[config.mk]
export PLATFORM = sky130hd
export DESIGN_NAME = reg_file_rd_flat
export DESIGN_NICKNAME = d
export VERILOG_FILES = /design/src/rtl/reg_file_pkg.sv /design/src/rtl/reg_file_rd_if.sv /design/src/rtl/reg_read_port.sv /design/src/rtl/reg_file_rd.sv /design/src/flat_wrapper.sv
export SDC_FILE = /design/constraint.sdc
export NUM_CORES = 1
export LEC_CHECK = 0
export ABC_CLOCK_PERIOD_IN_PS = 2000
export BUFFER_PORTS_ARGS = -buffer_cell sky130_fd_sc_hd__buf_2
export CORE_ASPECT_RATIO = 0.75
export CORE_MARGIN = 3
export CORE_UTILIZATION = 60
export CTS_BUF_LIST = sky130_fd_sc_hd__clkbuf_4
export DETAILED_ROUTE_END_ITERATION = 8
export GPL_TIMING_DRIVEN = 0
export PLACE_DENSITY = 0.82
export SLEW_MARGIN = 15
export SYNTH_ARGS = -nofsm -noshare
export SYNTH_HDL_FRONTEND = slang
export SYNTH_SLANG_ARGS = --single-unit
[constraint.sdc]
create_clock -name clk -period 2 [get_ports clk]
set_clock_uncertainty 0.05 [all_clocks]
set_input_delay 0.3 -clock clk [delete_from_list [all_inputs] [get_ports clk]]
set_output_delay 0.3 -clock clk [all_outputs]
set_load 0.02 [all_outputs]
[src/rtl/reg_file_pkg.sv]
// Shared types and helpers for the reg_file_rd register file.
// The default configuration (4-bit entries, 8 entries) is captured here so that
// the top-level parameters and the testbench start from one definition.
package reg_file_pkg;

  localparam int unsigned DEF_BITS    = 4;
  localparam int unsigned DEF_ENTRIES = 8;

  // Address width for a given entry count; keeps one bit for the degenerate case.
  function automatic int unsigned addr_w(input int unsigned entries);
    return (entries > 1) ? $clog2(entries) : 1;
  endfunction

  localparam int unsigned ADDR_W = addr_w(DEF_ENTRIES);

  typedef logic [DEF_BITS-1:0] data_t;
  typedef logic [ADDR_W-1:0]   addr_t;

  // One read request as seen by a read port.
  typedef struct packed {
    logic  en;
    addr_t addr;
  } read_req_t;

endpackage

[src/rtl/reg_file_rd_if.sv]
// Bus interface of reg_file_rd: one write port and two read ports (A, B).
// master: the pipeline side (decode issues reads, writeback issues writes).
// slave : the register file.
interface reg_file_rd_if #(
  parameter int unsigned BITS    = reg_file_pkg::DEF_BITS,
  parameter int unsigned ENTRIES = reg_file_pkg::DEF_ENTRIES
);

  localparam int unsigned ADDR_W = reg_file_pkg::addr_w(ENTRIES);

  logic              wenable;
  logic [ADDR_W-1:0] waddr;
  logic [BITS-1:0]   wdata;

  logic              renable_a;
  logic [ADDR_W-1:0] raddr_a;
  logic [BITS-1:0]   rdata_a;
  logic              rvalid_a;

  logic              renable_b;
  logic [ADDR_W-1:0] raddr_b;
  logic [BITS-1:0]   rdata_b;
  logic              rvalid_b;

  modport master (
    output wenable, waddr, wdata,
    output renable_a, raddr_a, renable_b, raddr_b,
    input  rdata_a, rvalid_a, rdata_b, rvalid_b
  );

  modport slave (
    input  wenable, waddr, wdata,
    input  renable_a, raddr_a, renable_b, raddr_b,
    output rdata_a, rvalid_a, rdata_b, rvalid_b
  );

endinterface

[src/rtl/reg_read_port.sv]
// One registered read port of the register file.
// Ports:
//   clk, rst          clock and synchronous active-high reset
//   entries_i         flattened storage array, entry n at [n*BITS +: BITS]
//   wenable_i/waddr_i/wdata_i  current-cycle write, used for write-first bypass
//   renable_i/raddr_i read request
//   rdata_o/rvalid_o  registered read data and one-cycle valid strobe
module reg_read_port #(
  parameter int unsigned BITS     = 4,
  parameter int unsigned ENTRIES  = 8,
  parameter int unsigned ADDR_W   = 3,
  parameter bit          ZERO_REG = 1'b1
) (
  input  logic                    clk,
  input  logic                    rst,
  input  logic [ENTRIES*BITS-1:0] entries_i,
  input  logic                    wenable_i,
  input  logic [ADDR_W-1:0]       waddr_i,
  input  logic [BITS-1:0]         wdata_i,
  input  logic                    renable_i,
  input  logic [ADDR_W-1:0]       raddr_i,
  output logic [BITS-1:0]         rdata_o,
  output logic                    rvalid_o
);

  logic [BITS-1:0] rdata_q, rdata_d;
  logic            rvalid_q, rvalid_d;
  logic [BITS-1:0] entry_sel;
  logic            addr_is_zero;

  assign entry_sel    = entries_i[raddr_i*BITS +: BITS];
  assign addr_is_zero = (raddr_i == '0);

  // Next read data: zero-reg override beats bypass, bypass beats storage.
  always_comb begin
    rdata_d  = rdata_q;
    rvalid_d = 1'b0;
    if (renable_i) begin
      rvalid_d = 1'b1;
      if (ZERO_REG && addr_is_zero) begin
        rdata_d = '0;
      end else if (wenable_i && (waddr_i == raddr_i)) begin
        rdata_d = wdata_i;
      end else begin
        rdata_d = entry_sel;
      end
    end
  end

  // Output registers; a request in a reset cycle is dropped.
  always_ff @(posedge clk) begin
    if (rst) begin
      rdata_q  <= '0;
      rvalid_q <= 1'b0;
    end else begin
      rdata_q  <= rdata_d;
      rvalid_q <= rvalid_d;
    end
  end

  assign rdata_o  = rdata_q;
  assign rvalid_o = rvalid_q;

endmodule

[src/rtl/reg_file_rd.sv]
// Register file with one write port and two independent registered read ports.
// Reads have one cycle of latency and see same-cycle writes (write-first).
// With ZERO_REG set, entry 0 is hard-wired to zero.
// Ports:
//   clk, rst  clock and synchronous active-high reset
//   rf        reg_file_rd_if slave: write port, read ports A and B
module reg_file_rd
  import reg_file_pkg::*;
#(
  parameter int unsigned BITS     = DEF_BITS,
  parameter int unsigned ENTRIES  = DEF_ENTRIES,
  parameter bit          ZERO_REG = 1'b1
) (
  input  logic         clk,
  input  logic         rst,
  reg_file_rd_if.slave rf
);

  localparam int unsigned AW = addr_w(ENTRIES);

  logic [ENTRIES-1:0][BITS-1:0] mem_q, mem_d;
  logic                         wr_ok;

  // Writes to entry 0 are dropped when it is the zero register.
  assign wr_ok = rf.wenable && !(ZERO_REG && (rf.waddr == '0));

  always_comb begin
    mem_d = mem_q;
    if (wr_ok) begin
      mem_d[rf.waddr] = rf.wdata;
    end
  end

  always_ff @(posedge clk) begin
    if (rst) begin
      mem_q <= '0;
    end else begin
      mem_q <= mem_d;
    end
  end

  reg_read_port #(
    .BITS     (BITS),
    .ENTRIES  (ENTRIES),
    .ADDR_W   (AW),
    .ZERO_REG (ZERO_REG)
  ) u_port_a (
    .clk       (clk),
    .rst       (rst),
    .entries_i (mem_q),
    .wenable_i (rf.wenable),
    .waddr_i   (rf.waddr),
    .wdata_i   (rf.wdata),
    .renable_i (rf.renable_a),
    .raddr_i   (rf.raddr_a),
    .rdata_o   (rf.rdata_a),
    .rvalid_o  (rf.rvalid_a)
  );

  reg_read_port #(
    .BITS     (BITS),
    .ENTRIES  (ENTRIES),
    .ADDR_W   (AW),
    .ZERO_REG (ZERO_REG)
  ) u_port_b (
    .clk       (clk),
    .rst       (rst),
    .entries_i (mem_q),
    .wenable_i (rf.wenable),
    .waddr_i   (rf.waddr),
    .wdata_i   (rf.wdata),
    .renable_i (rf.renable_b),
    .raddr_i   (rf.raddr_b),
    .rdata_o   (rf.rdata_b),
    .rvalid_o  (rf.rvalid_b)
  );

endmodule

[src/flat_wrapper.sv]
// flat-port wrapper written by rule: the top's interface ports become plain ports
module reg_file_rd_flat import reg_file_pkg::*;
#(
  parameter int unsigned BITS     = DEF_BITS,
  parameter int unsigned ENTRIES  = DEF_ENTRIES,
  parameter bit          ZERO_REG = 1'b1
)
  (clk, rst, rf_wenable, rf_waddr, rf_wdata, rf_renable_a, rf_raddr_a, rf_renable_b, rf_raddr_b, rf_rdata_a, rf_rvalid_a, rf_rdata_b, rf_rvalid_b);
  reg_file_rd_if #(.BITS(BITS), .ENTRIES(ENTRIES)) rf_i ();
  input  logic clk;
  input  logic rst;
  input wire logic [$bits(rf_i.wenable)-1:0] rf_wenable;
  input wire logic [$bits(rf_i.waddr)-1:0] rf_waddr;
  input wire logic [$bits(rf_i.wdata)-1:0] rf_wdata;
  input wire logic [$bits(rf_i.renable_a)-1:0] rf_renable_a;
  input wire logic [$bits(rf_i.raddr_a)-1:0] rf_raddr_a;
  input wire logic [$bits(rf_i.renable_b)-1:0] rf_renable_b;
  input wire logic [$bits(rf_i.raddr_b)-1:0] rf_raddr_b;
  output wire logic [$bits(rf_i.rdata_a)-1:0] rf_rdata_a;
  output wire logic [$bits(rf_i.rvalid_a)-1:0] rf_rvalid_a;
  output wire logic [$bits(rf_i.rdata_b)-1:0] rf_rdata_b;
  output wire logic [$bits(rf_i.rvalid_b)-1:0] rf_rvalid_b;
  assign rf_i.wenable = rf_wenable;
  assign rf_i.waddr = rf_waddr;
  assign rf_i.wdata = rf_wdata;
  assign rf_i.renable_a = rf_renable_a;
  assign rf_i.raddr_a = rf_raddr_a;
  assign rf_i.renable_b = rf_renable_b;
  assign rf_i.raddr_b = rf_raddr_b;
  assign rf_rdata_a = rf_i.rdata_a;
  assign rf_rvalid_a = rf_i.rvalid_a;
  assign rf_rdata_b = rf_i.rdata_b;
  assign rf_rvalid_b = rf_i.rvalid_b;
  reg_file_rd #(.BITS(BITS), .ENTRIES(ENTRIES), .ZERO_REG(ZERO_REG)) u_core (.clk(clk), .rst(rst), .rf(rf_i));
endmodule
# After elaboration in Yosys (flattened, before gate mapping)
# Cells that the tools add are included.
# word_totals
register_bits	42
# op_classes
n_shift	2
n_eq_ne	2
n_lt_le_gt_ge	2
reduce_logical	8
mux	9
# ops
cell	n
32-bit by 6-bit variable part select with 4-bit output	2
32-bit bitwise mux	1
4-bit 2-to-1 mux	5
4-bit demux with 3-bit select	1
3-bit logical NOT	3
3-bit == test	2
1-bit logical AND	4
3-bit by 4-bit less-than comparator with 1-bit output, second input constant	1
3-bit by 1-bit greater-or-equal comparator with 1-bit output, second input constant	1
1-bit 2-to-1 mux	2
1-bit logical NOT	1

# Longest topological paths before layout
# logic_depth
depth_word	5
depth_mapped	5

# Hierarchy
# From an unflattened synthesis, not the netlist that was laid out.
# hier_totals
hier_cells	187
hier_area_um2	2309.7
# by_module_without_submodules
module	seq_area_each_um2	cells_per_inst	instances	area_each_um2
reg_file_rd	640.6	113	1	1293.7
reg_read_port	100.1	37	2	508.0

# Least setup slack after synthesis
# No wires, ideal clock.
# synth_path
path_kind	input to register
startpoint	in rf_raddr_a[0]
endpoint	reg u_core.u_port_a.rdata_q[2] (netlist: u_core.u_port_a.rdata_o[2])
setup_ns	0.122
t_required_ns	1.828
t_arrival_ns	1.537
slack_ns	0.291
stages	4
path_cell_list	buf_6 > mux4_1 > mux2_2 > a221o_1
# synth_between
elab_chain_cells	4
elab_cells_between_ends	6
cone_classes	eq/ne (1); shift (1); mux (2); reduce/logical (2)
# synth_rtl
item	line_no	source
start, declared	flat_wrapper.sv:16	input wire logic [$bits(rf_i.raddr_a)-1:0] rf_raddr_a;
parallel branches: the longest is 3 deep, another holds 32-bit by 6-bit variable part select with 4-bit output	n/a	
4-bit 2-to-1 mux (*)	reg_read_port.sv:40	if (ZERO_REG && addr_is_zero) begin
end signal, assigned	reg_read_port.sv:56	rdata_q <= rdata_d;
end, declared	reg_read_port.sv:26	logic [BITS-1:0] rdata_q, rdata_d;
# Mark *: on every way between the ends.
# A chain may end at the register's enable or synchronous reset.

# Worst setup path after layout
# layout_path
startpoint	reg u_core.mem_q[14] (netlist bit)
endpoint	reg u_core.u_port_a.rdata_q[2] (netlist: u_core.u_port_a.rdata_o[2])
# layout_between
elab_chain_cells	3
# layout_rtl
item	line_no	source
start, declared	reg_file_rd.sv:21	logic [ENTRIES-1:0][BITS-1:0] mem_q, mem_d;
start signal, assigned	reg_file_rd.sv:38	mem_q <= mem_d;
32-bit by 6-bit variable part select with 4-bit output	reg_read_port.sv:31	assign entry_sel = entries_i[raddr_i*BITS +: BITS];
4-bit 2-to-1 mux	reg_read_port.sv:42	end else if (wenable_i && (waddr_i == raddr_i)) begin
4-bit 2-to-1 mux	reg_read_port.sv:40	
# Every way passes these cells.

==> impl_metrics.env <==
export IMPL_status="finished clean"
export IMPL_boundaryPins=28
export IMPL_path_clk_slew_ns=0.13
export IMPL_gr_usage_met3_pct=5.631
export IMPL_clk_latency_ns=0.35
export IMPL_grt_max_degree=13
export IMPL_fp_dieArea_um2=4434
export IMPL_setup_viol=0
export IMPL_synthAdderAreaFrac_pct=0
export IMPL_cts_tree="done"
export IMPL_ys_warn_count=0
export IMPL_synthSimpleGateAreaFrac_pct=13.60
export IMPL_drv_slew=0
export IMPL_start_util_pct=64.64
export IMPL_synth_edf_count=0
export IMPL_min_path_cells=2
export IMPL_fmax_mhz=610.6
export IMPL_post_cts_resize_count=0
export IMPL_detail_route_wl_per_cell_um=18.22
export IMPL_avgSynthCellArea_um2=11.69
export IMPL_p_per_area_nw_per_um2=614.4
export IMPL_worstMarginPinSlew_ns=0.4789
export IMPL_min_period_over_period_pct=81.89
export IMPL_seq_area_um2=840.8
export IMPL_final_nets=225
export IMPL_htreeDepth=2
export IMPL_fp_dieH_um=58.42
export IMPL_clockRootBuffer="clkbuf_4"
export IMPL_min_path_type="input pin to register"
export IMPL_rsz0062_at_grt="false"
export IMPL_pwr_share_seq_pct=59.2
export IMPL_drt_iter0_markers=146
export IMPL_grt_busiest_layer="met2"
export IMPL_ir_worst_vdd_uv=440.9
export IMPL_final_util_pct=69.83
export IMPL_port_buffers=12
export IMPL_timing_hold_ws_ns=0.1783
export IMPL_crit_path_cell_trace="mux4_1 > mux2_2 > a221o_1"
export IMPL_ys_seq_elements=42
export IMPL_r2r_slack_ns=0.36
export IMPL_layout_drive_gt1_share_pct=16.35
export IMPL_synth_top_family_by_area="multiplexers"
export IMPL_reg2reg_to="u_core.u_port_a.rdata_o[2]"
export IMPL_synth_cell_types=17
export IMPL_seq_area_frac_synth_pct=38.25
export IMPL_drc_errors=0
export IMPL_cts_max_path_buffers=2
export IMPL_r2r_start="u_core.mem_q[14]"
export IMPL_grt_met1_usage_pct=28.92
export IMPL_hold_path_end="u_core.u_port_a.rvalid_o"
export IMPL_clkPwrFrac_pct=28.2
export IMPL_crit_fanout=3
export IMPL_p_sw_uw=378.4
export IMPL_postSynthCellCount=188
export IMPL_crit_required_ns=2.21
export IMPL_grt_overflow=0
export IMPL_grt_usage_pct=22.99
export IMPL_synthesis_nets=206
export IMPL_hpwl_mm=3.466
export IMPL_max_stage_delay_ns=0.54
export IMPL_area_growth_syn_to_layout_pct=8.025
export IMPL_power_share_switching_pct=25.94
export IMPL_cts_inserted_buffers=5
export IMPL_slew_headroom_pct=67.90
export IMPL_synth_xor_area_share_pct=2.390
export IMPL_post_cts_buffers=0
export IMPL_antenna_cells=0
export IMPL_drtAntennaViolNets=0
export IMPL_synthFlopType="dfxtp_1"
export IMPL_async_flop_share_pct=0
export IMPL_r2r_cells=3
export IMPL_combPwrFrac_pct=12.6
export IMPL_synthesis_area_um2=2198
export IMPL_num_rows=18
export IMPL_multiInputGateArea_um2=1237
export IMPL_p_int_uw=1081
export IMPL_design_core_area_um2=3401
export IMPL_viasPerCell=6.062
export IMPL_cts_hold_buffers_added=0
export IMPL_final_hold_viol_count=0
export IMPL_num_fill_cells=261
export IMPL_crit_path_end_kind="register"
export IMPL_antenna_found_initial=0
export IMPL_cp_arrival_ns=1.85
export IMPL_grt_pass1_wl_mm=7.383
export IMPL_worst_path_max_delay_cell="mux4_1"
export IMPL_worstSetupPathType="register to register"
export IMPL_vias=1564
export IMPL_startpoint_type="register"
export IMPL_cts_sinks=42
export IMPL_muxShareOfSynthArea_pct=35.97
export IMPL_die_w_um=75.90
export IMPL_synth_compound_area_share_pct=4.326
export IMPL_grt_pass1_vias=1527
export IMPL_power_leakage_uw=0.001078
export IMPL_drt_total_wl_mm=4.700
export IMPL_hold_path_startpoint="rf_renable_a"
export IMPL_gp_congestion=0.8180
export IMPL_finalCriticalPeriod_ns=1.638
export IMPL_first_pass_iters=4
export IMPL_maxCapViolations=0
export IMPL_tns_ns=0
export IMPL_use_met2_pct=37.44
## worst max-delay path, delay by kind of cell (launching register included)
kind | cells | cell delay, ns
mux | 2 | 0.84
flops | 1 | 0.33
compound gates | 1 | 0.34
## per-layer routing
layer | part of all wire [%] | up-vias
li1 | - | 730
met1 | 43 | 765
met2 | 49 | 60
met3 | 6.5 | 9
met4 | 2.0 | 0
met5 | 0 | -
## power by group through the flow
| stage | Clock (uW) | Sequential (uW) | Combinational (uW) |
|---|---|---|---|
| 3_5_place_dp | 0 | 882 | 181 |
| 4_1_cts | 419 | 863 | 183 |
| 5_1_grt | 461 | 866 | 198 |
| 2_1_floorplan | 0 | 886 | 134 |
| 3_3_place_gp | 0 | 881 | 176 |
| 6_report | 412 | 864 | 184 |
## cells by family after synthesis
logic type             after synthesis
flip-flops                          42
buffers and inverters               20
AND/OR/NAND/NOR                     58
AO/OA/AOI/OAI                       10
XOR/XNOR                             6
multiplexers                        52
## placed cells by master, fill, tap and decap left out, drive strengths merged
cell type	n
and2	8
clkinv	2
xnor2	6
nand4	3
o31ai	2
nand4b	3
a221o	8
dfxtp	42
nor2	32
nand2	1
nor3	1
mux4	16
nor4bb	2
mux2i	28
mux2	8
clkbuf	20
buf	18
nor2b	8
## final cells by class
type	count	share of cell area, %
clock buffer	6	1.897
multi-input combinational	126	52.11
timing repair buffer	12	2.529
tap	50	2.634
clock inverter	2	0.3688
buffer	20	5.058
sequential	42	35.41
## stage by stage
stage          std cells  setup slack [ns]  cell area, um^2  power [uW]
2_1_floorplan        188            0.2914             2198        1021
3_3_place_gp         250            0.1779             2321        1056
3_5_place_dp         250            0.1403             2321        1064
5_1_grt              258            0.3061             2375        1525
6_report             258            0.3622             2375        1459
4_1_cts              258            0.3472             2375        1465
## cells in the mapped netlist, types with 3 or more instances
library cell	number	area, um^2
nand4b_1	3	26.28
clkbuf_1	14	52.55
mux2i_1	28	280.3
xnor2_1	6	52.55
mux2_2	8	90.09
mux4_1	16	420.4
nor2b_1	8	50.05
nor2_1	32	120.1
nand4_1	3	18.77
and2_1	8	50.05
a221o_1	8	80.08
dfxtp_1	42	840.8
buf_6	6	67.56
## worst max-delay path by stage
stage,from,to,slack (ns),depth (start not counted)
floorplan,rf_raddr_a[0],u_core.u_port_a.rdata_o[2],0.29,4
detailed placement,rf_raddr_a[0],u_core.u_port_a.rdata_o[2],0.14,4
global route,u_core.mem_q[14],u_core.u_port_a.rdata_o[2],0.31,3
CTS,u_core.mem_q[14],u_core.u_port_a.rdata_o[2],0.35,3
global placement,rf_raddr_b[0],u_core.u_port_b.rdata_o[2],0.18,4
finish,u_core.mem_q[14],u_core.u_port_a.rdata_o[2],0.36,3
## state kept, by name, summed over array words and instances, names as in the netlist
signal                    flops
u_core.mem_q                 32
u_core.u_port_a.rdata_o       4
u_core.u_port_a.rvalid_o      1
u_core.u_port_b.rdata_o       4
u_core.u_port_b.rvalid_o      1
No activity file was read; power rests on OpenSTA's default activity.
